`config.mk`:
```
export PLATFORM = sky130hd
export DESIGN_NAME = sclk_gen
export DESIGN_NICKNAME = d
export VERILOG_FILES = /design/src/rtl/sclk_gen.sv
export SDC_FILE = /design/constraint.sdc
export NUM_CORES = 1
export LEC_CHECK = 0
export ABC_AREA = 0
export CAP_MARGIN = 30
export CORE_MARGIN = 3
export CORE_UTILIZATION = 58
export CTS_CLUSTER_DIAMETER = 60
export DETAILED_ROUTE_END_ITERATION = 6
export PLACE_DENSITY_LB_ADDON = 0.12
export SLEW_MARGIN = 10
export SYNTH_ARGS = -nofsm -noshare
export SYNTH_HDL_FRONTEND = slang
export SYNTH_SLANG_ARGS = --single-unit
```
`constraint.sdc`:
```
create_clock -name clk_in -period 4.6 [get_ports clk_in]
set_clock_uncertainty 0.1 [all_clocks]
set_input_delay 0.69 -clock clk_in [delete_from_list [all_inputs] [get_ports clk_in]]
set_output_delay 0.69 -clock clk_in [all_outputs]
set_load 0.1 [all_outputs]
```
`src/rtl/sclk_gen.sv`:
```
// Programmable gated serial-clock burst generator with lead/trail edge strobes.
// All logic runs on clk_in; sclk and the strobes are registered together.
module sclk_gen #(
  parameter int unsigned DIV_W = 8,
  parameter int unsigned CNT_W = 6
) (
  input  logic             clk_in,
  input  logic             rst,
  input  logic             start,
  input  logic             abort,
  input  logic [DIV_W-1:0] div,
  input  logic [CNT_W-1:0] n_cycles,
  input  logic             cpol,
  output logic             sclk,
  output logic             lead_stb,
  output logic             trail_stb,
  output logic             busy,
  output logic             done
);

  localparam int unsigned EDGE_W = CNT_W + 1;

  typedef enum logic {
    IDLE = 1'b0,
    RUN  = 1'b1
  } state_t;

  state_t            state;
  logic [DIV_W-1:0]  div_l;
  logic [DIV_W-1:0]  cnt;
  logic [CNT_W-1:0]  n_l;
  logic              cpol_l;
  logic [EDGE_W-1:0] edges;

  logic              div_hit;
  logic [EDGE_W-1:0] edges_nxt;
  logic [EDGE_W-1:0] edges_total;
  logic              last_edge;
  logic              sclk_nxt;

  // Half-period and burst-length bookkeeping; edge target 2*n_l held in CNT_W+1 bits
  always_comb begin
    div_hit     = (cnt == div_l);
    edges_nxt   = edges + EDGE_W'(1);
    edges_total = {n_l, 1'b0};
    last_edge   = (edges_nxt == edges_total);
    sclk_nxt    = ~sclk;
  end

  always_ff @(posedge clk_in) begin
    if (rst) begin
      state     <= IDLE;
      div_l     <= '0;
      n_l       <= '0;
      cpol_l    <= 1'b0;
      cnt       <= '0;
      edges     <= '0;
      sclk      <= 1'b0;
      lead_stb  <= 1'b0;
      trail_stb <= 1'b0;
      busy      <= 1'b0;
      done      <= 1'b0;
    end else begin
      lead_stb  <= 1'b0;
      trail_stb <= 1'b0;
      done      <= 1'b0;
      case (state)
        IDLE: begin
          sclk <= cpol;
          // abort beats start; a zero-length request completes immediately
          if (start && !abort) begin
            if (n_cycles == '0) begin
              done <= 1'b1;
            end else begin
              div_l  <= div;
              n_l    <= n_cycles;
              cpol_l <= cpol;
              cnt    <= '0;
              edges  <= '0;
              state  <= RUN;
              busy   <= 1'b1;
            end
          end
        end
        RUN: begin
          if (abort) begin
            state <= IDLE;
            sclk  <= cpol_l;
            busy  <= 1'b0;
            cnt   <= '0;
            edges <= '0;
          end else if (div_hit) begin
            cnt   <= '0;
            sclk  <= sclk_nxt;
            edges <= edges_nxt;
            if (sclk_nxt != cpol_l) begin
              lead_stb <= 1'b1;
            end else begin
              trail_stb <= 1'b1;
            end
            if (last_edge) begin
              state <= IDLE;
              busy  <= 1'b0;
              done  <= 1'b1;
            end
          end else begin
            cnt <= cnt + DIV_W'(1);
          end
        end
      endcase
    end
  end

endmodule

```
After elaboration in Yosys (flattened, before gate mapping)
Cells that the tools add are included.
- flip-flop bits (word level): 36
- input port bits: 19
- output and inout bits: 5
- word-level logic and storage cells: 65
- add/sub/neg operators: 2
- equal/unequal tests: 7
- mux-type cells: 33
- bitwise gates (word level): 4
- reductions and logical operators: 8
- operators by type and width (operator ; count):
    two-way mux 8 bit ; 4
    two-way mux 7 bit ; 4
    two-way mux 1 bit ; 19
    case mux 8 bit (2 select lines) ; 1
    case mux 7 bit (2 select lines) ; 1
    adder 8 x 1 -> 8 bit (second input constant) ; 1
    equality test 8 bit ; 1
    case mux 1 bit (2 select lines) ; 4
    adder 7 x 1 -> 7 bit (second input constant) ; 1
    equality test 7 bit ; 1
    logical NOT 6 bit ; 1
    != test 3 x 2 -> 1 bit (second input constant) ; 2
    AND reduction 3 bit ; 2
    != test 2 bit (second input constant) ; 2
    NOT 1 bit ; 4
    AND reduction 4 bit ; 1
    OR reduction 4 bit ; 1
    AND reduction 2 bit ; 1
    logical AND 1 bit ; 1
    logical NOT 1 bit ; 1
    != test 1 bit ; 1

Depth between registers and ports, before layout
Gate-level depths: netlist of the first run.
- word-level depth: 6
- depth in mapped cells: 7
- depth with buffers taken out: 6

Worst setup path before layout of the first run
Ideal clock, no wire load.
- path type: input to register
- from: input port abort
- to: register n_l[3]
- setup time: 0.128 ns
- arrival: 1.748 ns
- required time: 4.372 ns
- path slack: 2.624 ns
- stages: 6
- buffers on the path: 1
- cell sequence: nand2b_1 nor2_1 nand2_1 clkbuf_1 a22oi_1 nor2_1
- word-level cells in the longest chain between the ends: 3
- RTL lines (what ; line ; source):
    start: declaration ; 10 ; input logic abort,
    logical NOT 1 bit ; 71 ; if (start && !abort) begin
    logical AND 1 bit ; 71 ;
    AND reduction 3 bit (no line) ; -- ;
    end signal: assignment ; 76 ; n_l <= n_cycles;
    end: declaration ; 31 ; logic [CNT_W-1:0] n_l;
No other way between the ends.
A chain may end at the register's enable or synchronous reset.

Worst setup path in the final report of the first run
- from: register sclk
- to: output port sclk
- RTL lines (what ; line ; source):
    start: declaration ; 14 ; output logic sclk,
    start signal: assignment ; 69 ; sclk <= cpol;
    start signal: assignment ; 88 ; sclk <= cpol_l;
    start signal: assignment ; 94 ; sclk <= sclk_nxt;
No word-level cell between the ends.

==> metrics.txt, run 1 <==
status complete, no violations; WP buf/inv 1; Critical Path Fanout Max 4; Switch Pwr 0.189 mW; Worst EP arrival 1940 ps; Yosys Warn Count 0; Lkg Pwr 0.742 nW; area added between synthesis and finish 13.2%; RD Place Congestion 0.847; Die Ht 61.6 um; clk_lat worst skew 360 ps; RSZ-0062 raised after global routing no; Power Density 300 mW/mm^2; min Tclk post-route 2730 ps; area of the core 0.00285 mm^2; Setup CP Type flip-flop to output port; Ports 24; post_cts resized 0; syn avg cell area 8.31 um^2; Vias per Instance 6.00; total power draw 0.609 mW; Post-synth EDFFs 0; post-route ant nets 0; H-tree depth 2; period utilization 59.4%; Worst setup SP type flip-flop; most frequent cells in the layout 36 x nand2_1, 36 x dfxtp_1, 23 x clkdlybuf4s50_1, 19 x a21oi_1, 15 x a31oi_1; Place WS 1740 ps; pins over their slew limit 0; Worst VDD drop 0.247 mV; crit end category output port; vias in the first global route 1,406; DR iter-0 viols 110; CP Cell Sequence clkdlybuf4s50_1; Worst Tran Pin Value 962 ps; DIE AREA 0.00380 mm^2; setup bufs post-CTS 0; sequential area share after synthesis 40.1%; Max Cap Viol 0; Filler Cell Count 230; routed length per instance 14.3 um; DRT Wirelength 3.82 mm; Yosys reg bits 36; nets 256; CP max stage cell clkdlybuf4s50_1; first-pass GRT wire length 6.42 mm; num rows 19; cell taking the most area after synthesis dfxtp_1; hold_buf cts 0; Port Buf Inserts 23; layout cell share with drive strength beyond 1 8.05%; initial core utilization 62.9%; sequential fraction of design power 54.7%; clk sink count 36; die width 61.6 um; slowest cell delay on critical path 1160 ps; post-synthesis instance total 216; Placed Instances 259; count of final hold-check violations 0; root buf cell clkbuf_4; Switching Share 30.9%; Mapped Area 0.00180 mm^2; Top FF cell, synth dfxtp_1; HPWL Detailed 2.84 mm; gr usage total 23.5%; top cells by area, synth dfxtp_1 40%, nand2_1 7.5%, a21oi_1 5.3%; CTS buffer count 5; Max clock buf depth 2; f_max 366 MHz; via count 1,601; P_int 0.421 mW; # setup viols final 0; initial antenna violation count 0; Min-Delay Path Class flip-flop to flip-flop; Clk pwr share 28.2%; clk slew on worst S/H paths 120 ps; syn nets 237; share of the synthesized area in the top cell type 40.1%; DR pass1 iterations 4; post-route setup TNS 0 ps; CP delay by family, top buffers and inverters; Max-slew headroom 35.6%; post-route setup slack 1870 ps; drt drc 0; grt ovf 0; CTS tree yes; Req. time, crit path 3810 ps; Diodes inserted 0; Comb pwr share 17.0%; Cell variety after synth 44; asr flop ratio synth 0%; largest net degree at the start of global routing 26; non-filler instance count after layout 267
[cells in the mapped netlist, types with 2 or more instances]
cell type / n
nand2b_1: 4
a22oi_1: 4
nor4_2: 2
a211oi_1: 2
clkbuf_8: 2
a31oi_1: 15
nand2_1: 36
a21oi_1: 19
inv_1: 6
nor4_1: 3
o21ai_0: 7
dfxtp_1: 36
o22ai_1: 2
and2_1: 2
nand3_1: 10
o211ai_1: 2
xor2_1: 10
nand4_1: 2
nor3_1: 2
clkbuf_1: 5
xnor2_1: 9
nor2_1: 13
ha_1: 2
[registers in the layout, indices dropped and copies added (netlist names)]
name	flops
busy	1
cnt	8
cpol_l	1
div_l	8
done	1
edges	7
lead_stb	1
n_l	6
sclk	1
state	1
trail_stb	1
[final cells by class]
cell class              instances  area [um^2]  share of cell area, %
repair buffers                 23          230                   11.3
clock buffers                   5         37.5                   1.85
well taps                      31         38.8                   1.91
flip-flops and latches         36          721                   35.4
inverters                       6         22.5                   1.11
multi-input cells             163          965                   47.4
clock inverters                 3         18.8                  0.923
[logic make-up after synthesis]
logic type,synth area share [%]
adder cells (fa/ha/maj),1.39
AND/OR/NAND/NOR,21.9
AO/OA/AOI/OAI,20.6
XOR/XNOR,9.27
flip-flops,40.1
buffers and inverters,6.13
multiplexers,0.558
[per-layer routing]
layer	vias up	GRT usage, %	wire (um)
li1	799	-	-
met5	-	0	0
met1	731	31.7	1760
met4	0	8.79	80
met3	10	7.55	273
met2	61	35.0	1710
[through the flow]
| stage | utilization (%) | hold WS [ps] | cell area, um^2 |
|---|---|---|---|
| floorplan | - | 348 | 1800 |
| global placement | 69.3 | 358 | 1980 |
| detailed placement | 69.3 | 369 | 1980 |
| CTS | 71.3 | 386 | 2030 |
| global route | 71.3 | 407 | 2030 |
| finish | 71.3 | 385 | 2030 |
[path summary, 6_finish.rpt]
kind	from	endpoint	slack, ps	depth (start not counted)
worst max-delay path	sclk	sclk	1870	1
worst min-delay path	div_l[2]	div_l[2]	380	2
worst max register to register	edges[0]	state	2250	6
worst min register to register	div_l[2]	div_l[2]	380	2
[power groups by stage]
stage,Sequential (mW),Clock (mW),Combinational (mW)
final,0.334,0.172,0.104
after global routing,0.335,0.192,0.114
after CTS,0.333,0.174,0.104
after detailed placement,0.341,0,0.103
after global placement,0.340,0,0.101
after floorplan,0.348,0,0.0766
Note: power is estimated with default switching activity, not from simulation.
==> run 2: changes to the inputs <==
CORE_UTILIZATION = 49   (was 58)
clock period = 2.3 ns   (was 4.6 ns; I/O delays follow)
==> run 2 against run 1 <==
Effect of this change: clock power grew to 2.7 times the previous value; first-iteration DRC count down 11%; design area increased by 5.8%; worst hold slack worse by 12 ps; sequential share of layout area fell by 2.0 points; via count increased by 1.3%; flip-flop and latch count stayed put; combinational power up 120%; largest cell class unchanged; non-clock buffer count up 10; die area up 16%; critical path depth grew 6.
==> metrics.txt, run 2 (synthesized netlist as in run 1, its figures left out) <==
status complete, no violations (unchanged); DR iter-0 viols 98 (was 110); die width 66.5 um (was 61.6 um); DIE AREA 0.00443 mm^2 (was 0.00380 mm^2); post-route setup TNS 0 ps (unchanged); period utilization 87.9%; first-pass GRT wire length 6.84 mm (was 6.42 mm); post-route setup slack 279 ps (was 1870 ps); initial antenna violation count 0 (unchanged); reg-to-reg startpoint edges[1] (was edges[0]); setup bufs post-CTS 0 (unchanged); Worst Setup SP edges[1] (was sclk); post_cts resized 0 (unchanged); pins over their slew limit 0 (unchanged); H-tree depth 2 (unchanged); f_max 495 MHz; Worst EP arrival 2070 ps (was 1940 ps); R2R Setup Slk 280 ps (was 2250 ps); DRT Wirelength 4.06 mm (was 3.82 mm); R2R Path End busy (was state); Vias per Instance 5.55 (was 6.00); post-route ant nets 0 (unchanged); Worst Tran Pin Value 544 ps (was 962 ps); Diodes inserted 0 (unchanged); root buf cell clkbuf_8 (was clkbuf_4); gr usage total 20.5% (was 23.5%); RSZ-0062 raised after global routing no (unchanged); nets 266 (was 256); Min-Delay Path Class flip-flop to flip-flop (unchanged); Max clock buf depth 2 (unchanged); vias in the first global route 1,506 (was 1,406); crit end category flip-flop (was output port); Place WS 166 ps (was 1740 ps); area of the multi-input gates 965 um^2 (unchanged); Port Buf Inserts 23 (unchanged); drt drc 0 (unchanged); Worst VDD drop 0.371 mV (was 0.247 mV); most frequent cells in the layout 36 x nand2_1, 36 x dfxtp_1, 19 x a21oi_1, 18 x clkdlybuf4s50_1 (was 36 x nand2_1, 36 x dfxtp_1, 23 x clkdlybuf4s50_1, 19 x a21oi_1, 15 x a31oi_1); Lkg Pwr 0.811 nW (was 0.742 nW); Filler Cell Count 308 (was 230); Power Density 634 mW/mm^2 (was 300 mW/mm^2); Max-slew headroom 63.7% (was 35.6%); routed length per instance 13.9 um (was 14.3 um); min Tclk post-route 2020 ps; DR pass1 iterations 4 (unchanged); count of final hold-check violations 0 (unchanged); initial core utilization 52.2% (was 62.9%); Req. time, crit path 2350 ps (was 3810 ps); Die Ht 66.5 um (was 61.6 um); area added between synthesis and finish 19.9% (was 13.2%); Worst setup SP type flip-flop (unchanged); Critical Path Fanout Max 6 (was 4); num rows 21 (was 19); grt ovf 0 (unchanged); Worst setup endpoint busy (was sclk); HPWL Detailed 3.11 mm (was 2.84 mm); Ports 24 (unchanged); clk_lat worst skew 290 ps (was 360 ps); largest net degree at the start of global routing 25 (was 26); CTS buffer count 5 (unchanged); clk sink count 36 (unchanged); CTS tree yes (unchanged); hold_buf cts 0 (unchanged); clk slew on worst S/H paths 70 ps (was 120 ps); Max Cap Viol 0 (unchanged); via count 1,622 (was 1,601); RD Place Congestion 0.792 (was 0.847); area of the core 0.00344 mm^2 (was 0.00285 mm^2); FF+latch area 721 um^2 (unchanged); biggest regs cnt (8), div_l (8), edges (7) (unchanged); reg2reg path depth 7 (was 6); Setup CP Type flip-flop to flip-flop (was flip-flop to output port); total power draw 1.36 mW (was 0.609 mW); # setup viols final 0 (unchanged); layout cell share with drive strength beyond 1 13.4% (was 8.05%)
==> run 2: layout make-up <==
cell class	count	area share (%)
flip-flops and latches	36	33.5
clock inverters	1	0.349
inverters	6	1.05
well taps	46	2.67
repair buffers	33	13.6
clock buffers	7	4.01
multi-input cells	163	44.8
==> run 2: worst max-delay path, cell delays in order (launching register included) <==
cell     delay (ps)
dfxtp_1         360
ha_1            270
nand3_1         100
or2_2           320
xnor2_1         130
nor4_1          340
buf_4           190
a31oi_1          80
==> run 2: power breakdown <==
group / switching [mW] / total [mW] / internal [mW]
clock: 0.224 / 0.468 / 0.243
combinational: 0.135 / 0.229 / 0.0940
sequential: 0.0218 / 0.667 / 0.645
total: 0.381 / 1.36 / 0.983
==> run 2: stage by stage <==
step                      hold slack, ps  instances  util (%)  cell area, um^2
after floorplan                      348        216         -             1800
after global placement               362        284      59.8             2060
after detailed placement             365        284      59.8             2060
after CTS                            375        292      62.5             2150
after global routing                 403        292      62.5             2150
final                                373        292      62.5             2150
==> run 2: how the worst min path moves through the flow <==
| stage | start | endpoint | depth (start not counted) |
|---|---|---|---|
| final | div_l[0] | div_l[0] | 2 |
| after global routing | n_l[2] | n_l[2] | 2 |
| after CTS | div_l[7] | div_l[7] | 2 |
| after detailed placement | div_l[7] | div_l[7] | 2 |
| after global placement | div_l[0] | div_l[0] | 2 |
| after floorplan | div_l[0] | div_l[0] | 2 |
==> run 2: per-layer routing <==
layer | GRT usage (%) | share of wire (%)
met2 | 32.3 | 46
met4 | 5.84 | 0.96
met3 | 6.24 | 4.8
met5 | 0 | 0
met1 | 26.9 | 48
==> run 3: changes to the inputs <==
CORE_UTILIZATION = 51   (was 49)
CTS_BUF_LIST = sky130_fd_sc_hd__clkbuf_4   (was not set)
==> run 3 against run 2 <==
Effect of this change: sequential share of layout area grew 0.63 points; flip-flop and latch count is the same; via count grew 2.7%; register-to-register slack gained 30 ps; die area shrank 3.6%; critical path depth is the same; clock-buffer cell count is the same; global-route usage grew 1.1 points; combinational power grew 3%; final cell count shrank 0.68%; maximum frequency grew 1.6%; critical path type unchanged.
==> metrics.txt, run 3 (synthesized netlist as in run 1, its figures left out) <==
status complete, no violations (unchanged); routed length per instance 14.7 um (was 13.9 um); period utilization 86.5% (was 87.9%); # setup viols final 0 (unchanged); RSZ-0062 raised after global routing no (unchanged); most frequent cells in the layout 36 x nand2_1, 36 x dfxtp_1, 19 x a21oi_1, 18 x clkdlybuf4s50_1 (unchanged); Max clock buf depth 2 (unchanged); area added between synthesis and finish 17.6% (was 19.9%); RD Place Congestion 0.836 (was 0.792); Crit path depth 7 (unchanged); pins over their slew limit 0 (unchanged); Req. time, crit path 2420 ps (was 2350 ps); clk_lat worst skew 340 ps (was 290 ps); largest net degree at the start of global routing 25 (unchanged); reg-to-reg startpoint edges[1] (unchanged); die width 65.3 um (was 66.5 um); Diodes inserted 0 (unchanged); Power Density 594 mW/mm^2 (was 634 mW/mm^2); DR pass1 iterations 4 (unchanged); hold_buf cts 0 (unchanged); Filler Cell Count 303 (was 308); grt ovf 0 (unchanged); layout cell share with drive strength beyond 1 13.4% (unchanged); area of the multi-input gates 965 um^2 (unchanged); Vias per Instance 5.74 (was 5.55); Worst setup endpoint busy (unchanged); Min-Delay Path Class flip-flop to flip-flop (unchanged); Setup CP Type flip-flop to flip-flop (unchanged); slowest cell delay on critical path 370 ps (was 360 ps); Worst EP arrival 2110 ps (was 2070 ps); DIE AREA 0.00427 mm^2 (was 0.00443 mm^2); H-tree depth 2 (unchanged); Critical Path Fanout Max 6 (unchanged); first-pass GRT wire length 7.07 mm (was 6.84 mm); WP buf/inv 1 (unchanged); f_max 502 MHz (was 495 MHz); sequential fraction of design power 53.2% (was 48.9%); CP max stage cell dfxtp_1 (unchanged); Die Ht 65.3 um (was 66.5 um); nets 266 (unchanged); area of the core 0.00320 mm^2 (was 0.00344 mm^2); Max-slew headroom 69.0% (was 63.7%); hold path start div_l[2] (was div_l[0]); Max Cap Viol 0 (unchanged); gr usage total 21.5% (was 20.5%); setup bufs post-CTS 0 (unchanged); CTS tree yes (unchanged); Port Buf Inserts 23 (unchanged); R2R Setup Slk 310 ps (was 280 ps); clk slew on worst S/H paths 110 ps (was 70 ps); placed instance area 0.00206 mm^2 (about the same); Worst VDD drop 0.321 mV (was 0.371 mV); clk sink count 36 (unchanged); FF+latch area 721 um^2 (unchanged); R2R Path End busy (unchanged); biggest regs cnt (8), div_l (8), edges (7) (unchanged); post-route setup TNS 0 ps (unchanged); root buf cell clkbuf_4 (was clkbuf_8); Comb pwr share 18.8% (was 16.8%); reg2reg path depth 7 (unchanged); Switching Share 29.5% (was 27.9%); Worst Setup SP edges[1] (unchanged); Ports 24 (unchanged); initial core utilization 56.1% (was 52.2%); CP delay by family, top simple AND/OR/NAND/NOR gates (unchanged); num rows 20 (was 21); post-route ant nets 0 (unchanged); via count 1,665 (was 1,622); vias in the first global route 1,613 (was 1,506); HPWL Detailed 3.21 mm (was 3.11 mm); fin area 0.00211 mm^2 (was 0.00215 mm^2); drt drc 0 (unchanged); count of final hold-check violations 0 (unchanged); Switch Pwr 0.370 mW (was 0.381 mW); DR iter-0 viols 110 (was 98); Worst Tran Pin Value 464 ps (was 544 ps); min Tclk post-route 1990 ps (was 2020 ps); CP Cell Sequence ha_1, nand3_1, or2_2, xnor2_1, nor4_1, buf_4, a31oi_1 (unchanged); Lkg Pwr 0.801 nW (was 0.811 nW); P_int 0.885 mW (was 0.983 mW); post_cts resized 0 (unchanged); CTS buffer count 5 (unchanged); crit end category flip-flop (unchanged); DRT Wirelength 4.26 mm (was 4.06 mm); Clk pwr share 28.0% (was 34.3%); initial antenna violation count 0 (unchanged); Worst setup SP type flip-flop (unchanged)
## run 3: changes by cell type in the layout (fill, tap and decap cells not counted)
cell / previous run / this run
clkbuf_1: 1 / 0
clkinvlp_4: 1 / 0
clkbuf_8: 6 / 0
clkinv_1: 0 / 1
clkbuf_4: 0 / 7
## run 3: final cells by class
type	instances	share of cell area (%)
Inverter	6	1.07
Clock buffer	7	2.49
Timing Repair Buffer	33	13.9
Multi-Input combinational cell	163	45.7
Tap cell	44	2.61
Sequential cell	36	34.1
Clock inverter	1	0.178
## run 3: per-layer routing
metal	GRT usage [%]	wire length [um]	vias to the layer above	share of wire (%)
met5	0	0	-	0
met4	7.25	62	0	1.5
met3	6.50	237	7	5.6
met2	35.4	2040	46	48
met1	26.8	1920	790	45
li1	-	-	822	-
## run 3: worst reg2reg max path, delay by kind of cell (launching register included)
kind	cells	cell delay, ps
buffers and inverters	1	190
and+or+nand+nor	3	690
xor gates and xnor gates	1	140
AOI/OAI and AO/OA	1	90
adders and majority gates	1	280
DFF	1	370
## run 3: worst min-delay path by stage
stage | slack (ps) | cells past startpoint | to
after floorplan | 350 | 2 | div_l[0]
after global placement | 360 | 2 | div_l[4]
after detailed placement | 370 | 2 | div_l[2]
after CTS | 380 | 2 | div_l[2]
after global routing | 400 | 2 | div_l[4]
final | 380 | 2 | div_l[2]
## run 3: power by group through the flow
stage / registers (mW) / logic, mW / clock network (mW)
6_report: 0.667 / 0.236 / 0.351
5_1_grt: 0.670 / 0.257 / 0.380
4_1_cts: 0.667 / 0.234 / 0.352
3_5_place_dp: 0.681 / 0.233 / 0
3_3_place_gp: 0.680 / 0.227 / 0
2_1_floorplan: 0.696 / 0.153 / 0
## run 3: metrics by stage
step                hold slack [ps]  utilization, %  total power, mW  cells  worst slack, ps
floorplan                       348               -            0.850    216              431
global placement                360            64.2            0.907    282              231
detailed placement              369            64.2            0.915    282              134
CTS                             383            65.9             1.25    290              310
global route                    405            65.9             1.31    290              186
finish                          380            65.9             1.25    290              310
